===== src/rtl/md_stall_ctrl_pkg.sv =====
// Shared MIPS opcode/func constants and MD unit latencies for the multiply/divide issue logic.
// The MD unit and md_stall_ctrl both take their latency values from here.
package md_stall_ctrl_pkg;

  localparam logic [5:0] OP_R     = 6'h00;
  localparam logic [5:0] FN_MFHI  = 6'h10;
  localparam logic [5:0] FN_MTHI  = 6'h11;
  localparam logic [5:0] FN_MFLO  = 6'h12;
  localparam logic [5:0] FN_MTLO  = 6'h13;
  localparam logic [5:0] FN_MULT  = 6'h18;
  localparam logic [5:0] FN_MULTU = 6'h19;
  localparam logic [5:0] FN_DIV   = 6'h1a;
  localparam logic [5:0] FN_DIVU  = 6'h1b;

  localparam int unsigned MD_MULT_LAT = 5;
  localparam int unsigned MD_DIV_LAT  = 10;

  localparam logic [1:0] ST_IDLE   = 2'd0;
  localparam logic [1:0] ST_RUN    = 2'd1;
  localparam logic [1:0] ST_FROZEN = 2'd2;

  typedef struct packed {
    logic is_md;
    logic is_start;
    logic is_div;
  } md_class_t;

endpackage


===== src/rtl/md_stall_ctrl_if.sv =====
// D/E instruction, MD handshake and stall-control bundle between the pipeline and md_stall_ctrl.
interface md_stall_ctrl_if #(
  parameter int unsigned CNT_W = 5
) ();

  logic [31:0]      instr_d;
  logic [31:0]      instr_e;
  logic             md_start;
  logic             md_busy;
  logic             irq;
  logic             stall_d;
  logic             bubble_e;
  logic             md_pending;
  logic [CNT_W-1:0] pred_cnt;
  logic             proto_err;
  logic [31:0]      stall_cnt;

  modport master (
    output instr_d, instr_e, md_start, md_busy, irq,
    input  stall_d, bubble_e, md_pending, pred_cnt, proto_err, stall_cnt
  );

  modport slave (
    input  instr_d, instr_e, md_start, md_busy, irq,
    output stall_d, bubble_e, md_pending, pred_cnt, proto_err, stall_cnt
  );

endinterface


===== src/rtl/md_stall_ctrl_class.sv =====
// Combinational MD-instruction decoder: flags any HI/LO user, the four issuing ops, and divides.
module md_class
  import md_stall_ctrl_pkg::*;
(
  input  logic [31:0] instr,
  output md_class_t   cls
);

  logic unused_bits;
  assign unused_bits = ^instr[25:6];

  always_comb begin
    cls = '0;
    if (instr[31:26] == OP_R) begin
      case (instr[5:0])
        FN_MULT, FN_MULTU: begin
          cls.is_md    = 1'b1;
          cls.is_start = 1'b1;
        end
        FN_DIV, FN_DIVU: begin
          cls.is_md    = 1'b1;
          cls.is_start = 1'b1;
          cls.is_div   = 1'b1;
        end
        FN_MFHI, FN_MTHI, FN_MFLO, FN_MTLO: cls.is_md = 1'b1;
        default: cls = '0;
      endcase
    end
  end

endmodule


===== src/rtl/md_stall_ctrl.sv =====
// Stalls D while a multiply/divide is in flight, using a local countdown mirror of the MD unit.
// Also checks the unit's start/busy handshake against the mirror and counts stall cycles.
module md_stall_ctrl
  import md_stall_ctrl_pkg::*;
#(
  parameter int unsigned MULT_LAT = MD_MULT_LAT,
  parameter int unsigned DIV_LAT  = MD_DIV_LAT,
  parameter int unsigned CNT_W    = 5
) (
  input  logic           clk,
  input  logic           reset,
  md_stall_ctrl_if.slave md
);

  md_class_t        cls_d;
  md_class_t        cls_e;
  logic [1:0]       state_q;
  logic [1:0]       state_nxt;
  logic [CNT_W-1:0] cnt_q;
  logic [CNT_W-1:0] cnt_nxt;
  logic [CNT_W-1:0] e_lat;
  logic             cnt_nz;
  logic             busy_exp;
  logic             stall;
  logic             proto_err_q;
  logic [31:0]      stall_cnt_q;
  logic             unused_cls;

  md_class u_class_d (.instr(md.instr_d), .cls(cls_d));
  md_class u_class_e (.instr(md.instr_e), .cls(cls_e));

  assign unused_cls = cls_d.is_start ^ cls_d.is_div ^ cls_e.is_md;

  assign e_lat    = cls_e.is_div ? CNT_W'(DIV_LAT) : CNT_W'(MULT_LAT);
  assign cnt_nz   = (cnt_q != '0);
  assign busy_exp = !cls_e.is_start && cnt_nz;
  assign stall    = cls_d.is_md && (cls_e.is_start || cnt_nz);

  always_comb begin
    state_nxt = state_q;
    cnt_nxt   = cnt_q;
    case (state_q)
      ST_IDLE: begin
        if (cls_e.is_start && !md.irq) begin
          cnt_nxt   = e_lat;
          state_nxt = ST_RUN;
        end
      end
      // Leaving FROZEN counts down on the same edge, so irq adds exactly its own length.
      ST_RUN, ST_FROZEN: begin
        if (md.irq) begin
          state_nxt = ST_FROZEN;
        end else begin
          cnt_nxt   = cnt_q - CNT_W'(1);
          state_nxt = (cnt_q == CNT_W'(1)) ? ST_IDLE : ST_RUN;
        end
      end
      default: begin
        state_nxt = ST_IDLE;
        cnt_nxt   = '0;
      end
    endcase
  end

  always_ff @(posedge clk or negedge reset) begin
    if (!reset) begin
      state_q     <= ST_IDLE;
      cnt_q       <= '0;
      proto_err_q <= 1'b0;
      stall_cnt_q <= '0;
    end else begin
      state_q     <= state_nxt;
      cnt_q       <= cnt_nxt;
      proto_err_q <= proto_err_q || (md.md_busy != busy_exp) || (md.md_start != cls_e.is_start);
      if (stall && (stall_cnt_q != '1)) begin
        stall_cnt_q <= stall_cnt_q + 32'd1;
      end
    end
  end

  assign md.stall_d    = stall;
  assign md.bubble_e   = stall;
  assign md.md_pending = cnt_nz;
  assign md.pred_cnt   = cnt_q;
  assign md.proto_err  = proto_err_q;
  assign md.stall_cnt  = stall_cnt_q;

endmodule


===== src/flat_wrapper.sv =====
// flat-port wrapper written by rule: the top's interface ports become plain ports
module md_stall_ctrl_flat import md_stall_ctrl_pkg::*;
#(
  parameter int unsigned MULT_LAT = MD_MULT_LAT,
  parameter int unsigned DIV_LAT  = MD_DIV_LAT,
  parameter int unsigned CNT_W    = 5
)
  (clk, reset, md_instr_d, md_instr_e, md_md_start, md_md_busy, md_irq, md_stall_d, md_bubble_e, md_md_pending, md_pred_cnt, md_proto_err, md_stall_cnt);
  md_stall_ctrl_if #(.CNT_W(CNT_W)) md_i ();
  input  logic clk;
  input  logic reset;
  input wire logic [$bits(md_i.instr_d)-1:0] md_instr_d;
  input wire logic [$bits(md_i.instr_e)-1:0] md_instr_e;
  input wire logic [$bits(md_i.md_start)-1:0] md_md_start;
  input wire logic [$bits(md_i.md_busy)-1:0] md_md_busy;
  input wire logic [$bits(md_i.irq)-1:0] md_irq;
  output wire logic [$bits(md_i.stall_d)-1:0] md_stall_d;
  output wire logic [$bits(md_i.bubble_e)-1:0] md_bubble_e;
  output wire logic [$bits(md_i.md_pending)-1:0] md_md_pending;
  output wire logic [$bits(md_i.pred_cnt)-1:0] md_pred_cnt;
  output wire logic [$bits(md_i.proto_err)-1:0] md_proto_err;
  output wire logic [$bits(md_i.stall_cnt)-1:0] md_stall_cnt;
  assign md_i.instr_d = md_instr_d;
  assign md_i.instr_e = md_instr_e;
  assign md_i.md_start = md_md_start;
  assign md_i.md_busy = md_md_busy;
  assign md_i.irq = md_irq;
  assign md_stall_d = md_i.stall_d;
  assign md_bubble_e = md_i.bubble_e;
  assign md_md_pending = md_i.md_pending;
  assign md_pred_cnt = md_i.pred_cnt;
  assign md_proto_err = md_i.proto_err;
  assign md_stall_cnt = md_i.stall_cnt;
  md_stall_ctrl #(.MULT_LAT(MULT_LAT), .DIV_LAT(DIV_LAT), .CNT_W(CNT_W)) u_core (.clk(clk), .reset(reset), .md(md_i));
endmodule

===== config.mk =====
export PLATFORM = sky130hd
export DESIGN_NAME = md_stall_ctrl_flat
export DESIGN_NICKNAME = d
export VERILOG_FILES = /design/src/rtl/md_stall_ctrl_pkg.sv /design/src/rtl/md_stall_ctrl_if.sv /design/src/rtl/md_stall_ctrl_class.sv /design/src/rtl/md_stall_ctrl.sv /design/src/flat_wrapper.sv
export SDC_FILE = /design/constraint.sdc
export NUM_CORES = 1
export LEC_CHECK = 0
export ABC_AREA = 1
export CELL_PAD_IN_SITES_DETAIL_PLACEMENT = 1
export CELL_PAD_IN_SITES_GLOBAL_PLACEMENT = 2
export CORE_ASPECT_RATIO = 1.25
export CORE_MARGIN = 2
export CORE_UTILIZATION = 24
export CTS_CLUSTER_DIAMETER = 60
export DETAILED_ROUTE_END_ITERATION = 8
export GPL_TIMING_DRIVEN = 0
export HOLD_SLACK_MARGIN = 0.1
export PLACE_DENSITY = 0.93
export SYNTH_ARGS = -nofsm -noshare
export SYNTH_HDL_FRONTEND = slang
export SYNTH_SLANG_ARGS = --single-unit

===== constraint.sdc =====
create_clock -name clk -period 3.92 [get_ports clk]
set_input_delay 0.392 -clock clk [delete_from_list [all_inputs] [get_ports clk]]
set_output_delay 0.392 -clock clk [all_outputs]
set_load 0.02 [all_outputs]

==> metrics list <==
- Number of instances in the synthesized netlist: ~380
- For the pin with the worst max-slew slack, the measured transition is approximately 480 ps.
- Sequential element share of the synthesized area: slightly below 40%
- Power spread over the standard cell area amounts to approximately 390 nW/um^2.
- The post-route netlist has approximately 6.2% of its cells at a drive strength greater than 1.
* Fillers: 1,306
* Die Footprint: 11,600 um^2
- Total CTS buffers: 5
* Tmin final: ~2800 ps
- The detailed router placed around 2,600 vias in this run.
* Cell types occupying the most area after synthesis: sky130_fd_sc_hd__dfrtp_1 (39%), sky130_fd_sc_hd__nand2_1 (22%), sky130_fd_sc_hd__inv_1 (7.6%)
* Highest fanout seen on the critical path: 9
- Portion of the clock cycle consumed by the worst path in the final layout: between 70 and 80%
* Vias in the first global route: between 2,000 and 3,000
- Average cell area after synthesis: 6.89 um^2
* CORE AREA: ~11,000 um^2
- At the later pin of the worst-skew pair, clock insertion delay measures approximately 300 ps.
* Clock slew at the register clock pins of the worst setup and hold paths: about 60 ps
* Synth warn: 0
* Number of max-cap violations: 0
- The cell area that synthesis handed to floorplanning was 2580 um^2.
* Pin count of the biggest net entering global routing: 23
- Worst hold path type: flop to flop
- Met2 Wirelength: between 3000 and 4000 um
- Post-Route Skew: about 11 ps
- At the end of the flow the core is filled with cells to 34.1%.
- Metal-1 WL: about 3200 um
- The netlist uses 23 different library cells.
- Root Buffer: sky130_fd_sc_hd__clkbuf_16
- STA classifies the critical path endpoint as an output pin.
- The longest clock path from root to sink contains 2 buffers.
* Final Hold Fails: 0
- For this run, design rule violations remaining after detail routing come to 0.
* Final Routed Wirelength: 7560 um
- Detailed placement ended at an HPWL of 6030 um.
* Category of the most critical setup path: input port to output pin
- The H-tree generated during clock tree synthesis spans 2 levels.
* Port bufs: 65
* CTS tree: yes
- The die is just under 100 um wide.
- Using the TritonRoute via totals, the vias-per-cell ratio works out to roughly 4.5.
- For this run, the total global-route usage over all layers was measured as 13.3%.
* Initial core utilization: 24.5%
- For the final routed database, the setup TNS stands at 0 ps.
* Average wire per standard cell: between 10 and 15 um
- From synthesis to final layout, the design area changed by 39.2%.
- Leakage power figure: approximately 1.7 nW
- At the end of routability-driven placement, the weighted congestion stood at 0.763.
- Fmax: between 300 and 400 MHz
* Sort of element at the start of the critical path: input port
- The pre-antenna-repair detailed-routing pass consisted of 4 iterations.
* Number of I/O pins: 110
- Wire length of the first global-routing pass: ~12,000 um
* Final Slew Violations: 0
* Top layer in use: met4
* Required time reported for the critical path endpoint: around 3500 ps
- Number of antenna-violating nets in the routed design: 0
- # clock sinks: 40
- After detailed routing, the met3 layer carries 326 um of wire.
- Setup repair after global routing left no endpoint under its margin.
* Post-CTS Resized: 0
- Flip-flop and latch count after synthesis: 40
- The worst-case IR drop observed on VDD is about 0.00026 V.
- Number of antenna violations at the first check in global routing: 0
- Post-Synthesis Net Count: 450
- Post-synthesis cell type with the largest combined area: sky130_fd_sc_hd__dfrtp_1
- The first routing iteration left 52 violations.
- # rows: 42
* Fraction of post-synthesis cell area in the top cell type by area: 38.7%
- Number of setup violations in the final report: 0
* Arr. time, crit path: roughly 2500 ps
* Diodes inserted: 0
- Run status: finished, final reports clean
- Die height: 120 um
- For this run, the post-layout net count is ~520.
- Aggregate global routing overflow: 0
* Worst slew margin relative to its limit: roughly 70%
==> per-stage QoR <==
step / instance area [um^2] / hold slack, ps / worst slack, ps / cells / total power [mW]
2_1_floorplan: 2580 / 96.4 / 1780 / 375 / 0.760
4_1_cts: 3600 / 468 / 1000 / 582 / 1.42
6_report: 3600 / 457 / 1070 / 582 / 1.40
3_5_place_dp: 3410 / 394 / 1010 / 573 / 0.922
3_3_place_gp: 3400 / 444 / 1010 / 572 / 0.901
5_1_grt: 3600 / 493 / 837 / 582 / 1.49
==> cell families (layout without fill, tap and decap cells) <==
logic type | Yosys count | in the layout | synth area share (%)
buf+inv | 60 | 135 | 10.4
flops | 40 | 40 | 38.7
simple gates | 254 | 254 | 44.4
fa+ha+maj | 6 | 6 | 2.91
xor+xnor | 3 | 3 | 1.02
compound gates | 12 | 12 | 2.61
==> worst paths after layout <==
kind	slack [ps]	cells after the start	end	startpoint
setup / recovery	1070	7	md_stall_d	md_instr_e[4]
hold / removal	460	2	u_core.md.proto_err	u_core.md.proto_err
setup reg to reg	1920	12	u_core.md.stall_cnt[29]	u_core.md.stall_cnt[1]
hold reg to reg	460	2	u_core.md.proto_err	u_core.md.proto_err
max in group asynchronous	2830	3	u_core.md.stall_cnt[11]	reset
min in group asynchronous	600	2	u_core.md.stall_cnt[2]	reset
==> state kept, by name (all words and copies together), names as in the netlist <==
name                 flops
u_core.md.pred_cnt       5
u_core.md.proto_err      1
u_core.md.stall_cnt     32
u_core.state_q           2
==> placed cells by master, fill, tap and decap left out <==
cell                              count
sky130_fd_sc_hd__nor2_1              35
sky130_fd_sc_hd__clkinv_2             1
sky130_fd_sc_hd__bufinv_16            1
sky130_fd_sc_hd__nand2_2              2
sky130_fd_sc_hd__inv_2                1
sky130_fd_sc_hd__buf_4                1
sky130_fd_sc_hd__nand3_1             22
sky130_fd_sc_hd__nand3_2              1
sky130_fd_sc_hd__a21oi_2              1
sky130_fd_sc_hd__buf_2                1
sky130_fd_sc_hd__o21ai_0              7
sky130_fd_sc_hd__nand3b_1            24
sky130_fd_sc_hd__inv_1               52
sky130_fd_sc_hd__buf_6                5
sky130_fd_sc_hd__nand4_1              9
sky130_fd_sc_hd__nor2_4               4
sky130_fd_sc_hd__dlygate4sd3_1        1
sky130_fd_sc_hd__ha_1                 6
sky130_fd_sc_hd__nand2_1            149
sky130_fd_sc_hd__a21oi_1              3
sky130_fd_sc_hd__a31o_2               1
sky130_fd_sc_hd__dfrtp_1             40
sky130_fd_sc_hd__nor3_1               7
sky130_fd_sc_hd__clkinv_4             2
sky130_fd_sc_hd__xnor2_1              1
sky130_fd_sc_hd__clkbuf_16            5
sky130_fd_sc_hd__xor2_1               2
sky130_fd_sc_hd__buf_12               1
sky130_fd_sc_hd__clkdlybuf4s50_1     64
sky130_fd_sc_hd__or2_2                1
==> where the power goes <==
group | switching (mW) | internal, mW | leakage, nW
Combinational | 0.246 | 0.180 | 1.08
Clock | 0.186 | 0.303 | 0.0840
Sequential | 0.0340 | 0.447 | 0.524
==> final cells by class <==
cell class	instances	area (um^2)	area share (%)
Buffer	6	63.8	1.77
Clock buffer	5	125	3.48
Clock inverter	3	47.5	1.32
Inverter	54	204	5.67
Multi-Input combinational cell	275	1320	36.6
Sequential cell	40	1000	27.8
Tap cell	132	165	4.59
Timing Repair Buffer	67	676	18.8
==> routing by layer <==
metal	track usage [%]	vias up
met5	0	-
met4	5.11	0
met3	3.03	7
met2	25.1	59
met1	14.1	1260
li1	-	1305
==> Yosys cell counts <==
cell type                  count
sky130_fd_sc_hd__a21oi_1       3
sky130_fd_sc_hd__a21oi_2       1
sky130_fd_sc_hd__a31o_2        1
sky130_fd_sc_hd__buf_4         1
sky130_fd_sc_hd__buf_6         5
sky130_fd_sc_hd__clkinv_2      1
sky130_fd_sc_hd__dfrtp_1      40
sky130_fd_sc_hd__ha_1          6
sky130_fd_sc_hd__inv_1        52
sky130_fd_sc_hd__inv_2         1
sky130_fd_sc_hd__nand2_1     149
sky130_fd_sc_hd__nand2_2       2
sky130_fd_sc_hd__nand3_1      22
sky130_fd_sc_hd__nand3_2       1
sky130_fd_sc_hd__nand3b_1     24
sky130_fd_sc_hd__nand4_1       9
sky130_fd_sc_hd__nor2_1       35
sky130_fd_sc_hd__nor2_4        4
sky130_fd_sc_hd__nor3_1        7
sky130_fd_sc_hd__o21ai_0       7
sky130_fd_sc_hd__or2_2         1
sky130_fd_sc_hd__xnor2_1       1
sky130_fd_sc_hd__xor2_1        2
==> worst max-delay path: stages <==
cell	delay, ps
sky130_fd_sc_hd__clkdlybuf4s50_1	450
sky130_fd_sc_hd__nand2_1	50
sky130_fd_sc_hd__nor2_1	130
sky130_fd_sc_hd__nand3_1	190
sky130_fd_sc_hd__a21oi_2	440
sky130_fd_sc_hd__buf_4	180
sky130_fd_sc_hd__clkdlybuf4s50_1	610
==> repair_timing <==
item                                   in CTS  in global routing
buffers inserted                            0                  0
setup endpoints to repair                   0                  0
endpoints found under the hold margin      18                  0
hold buffers                                1                  0
(Power assumes the default switching activity.)
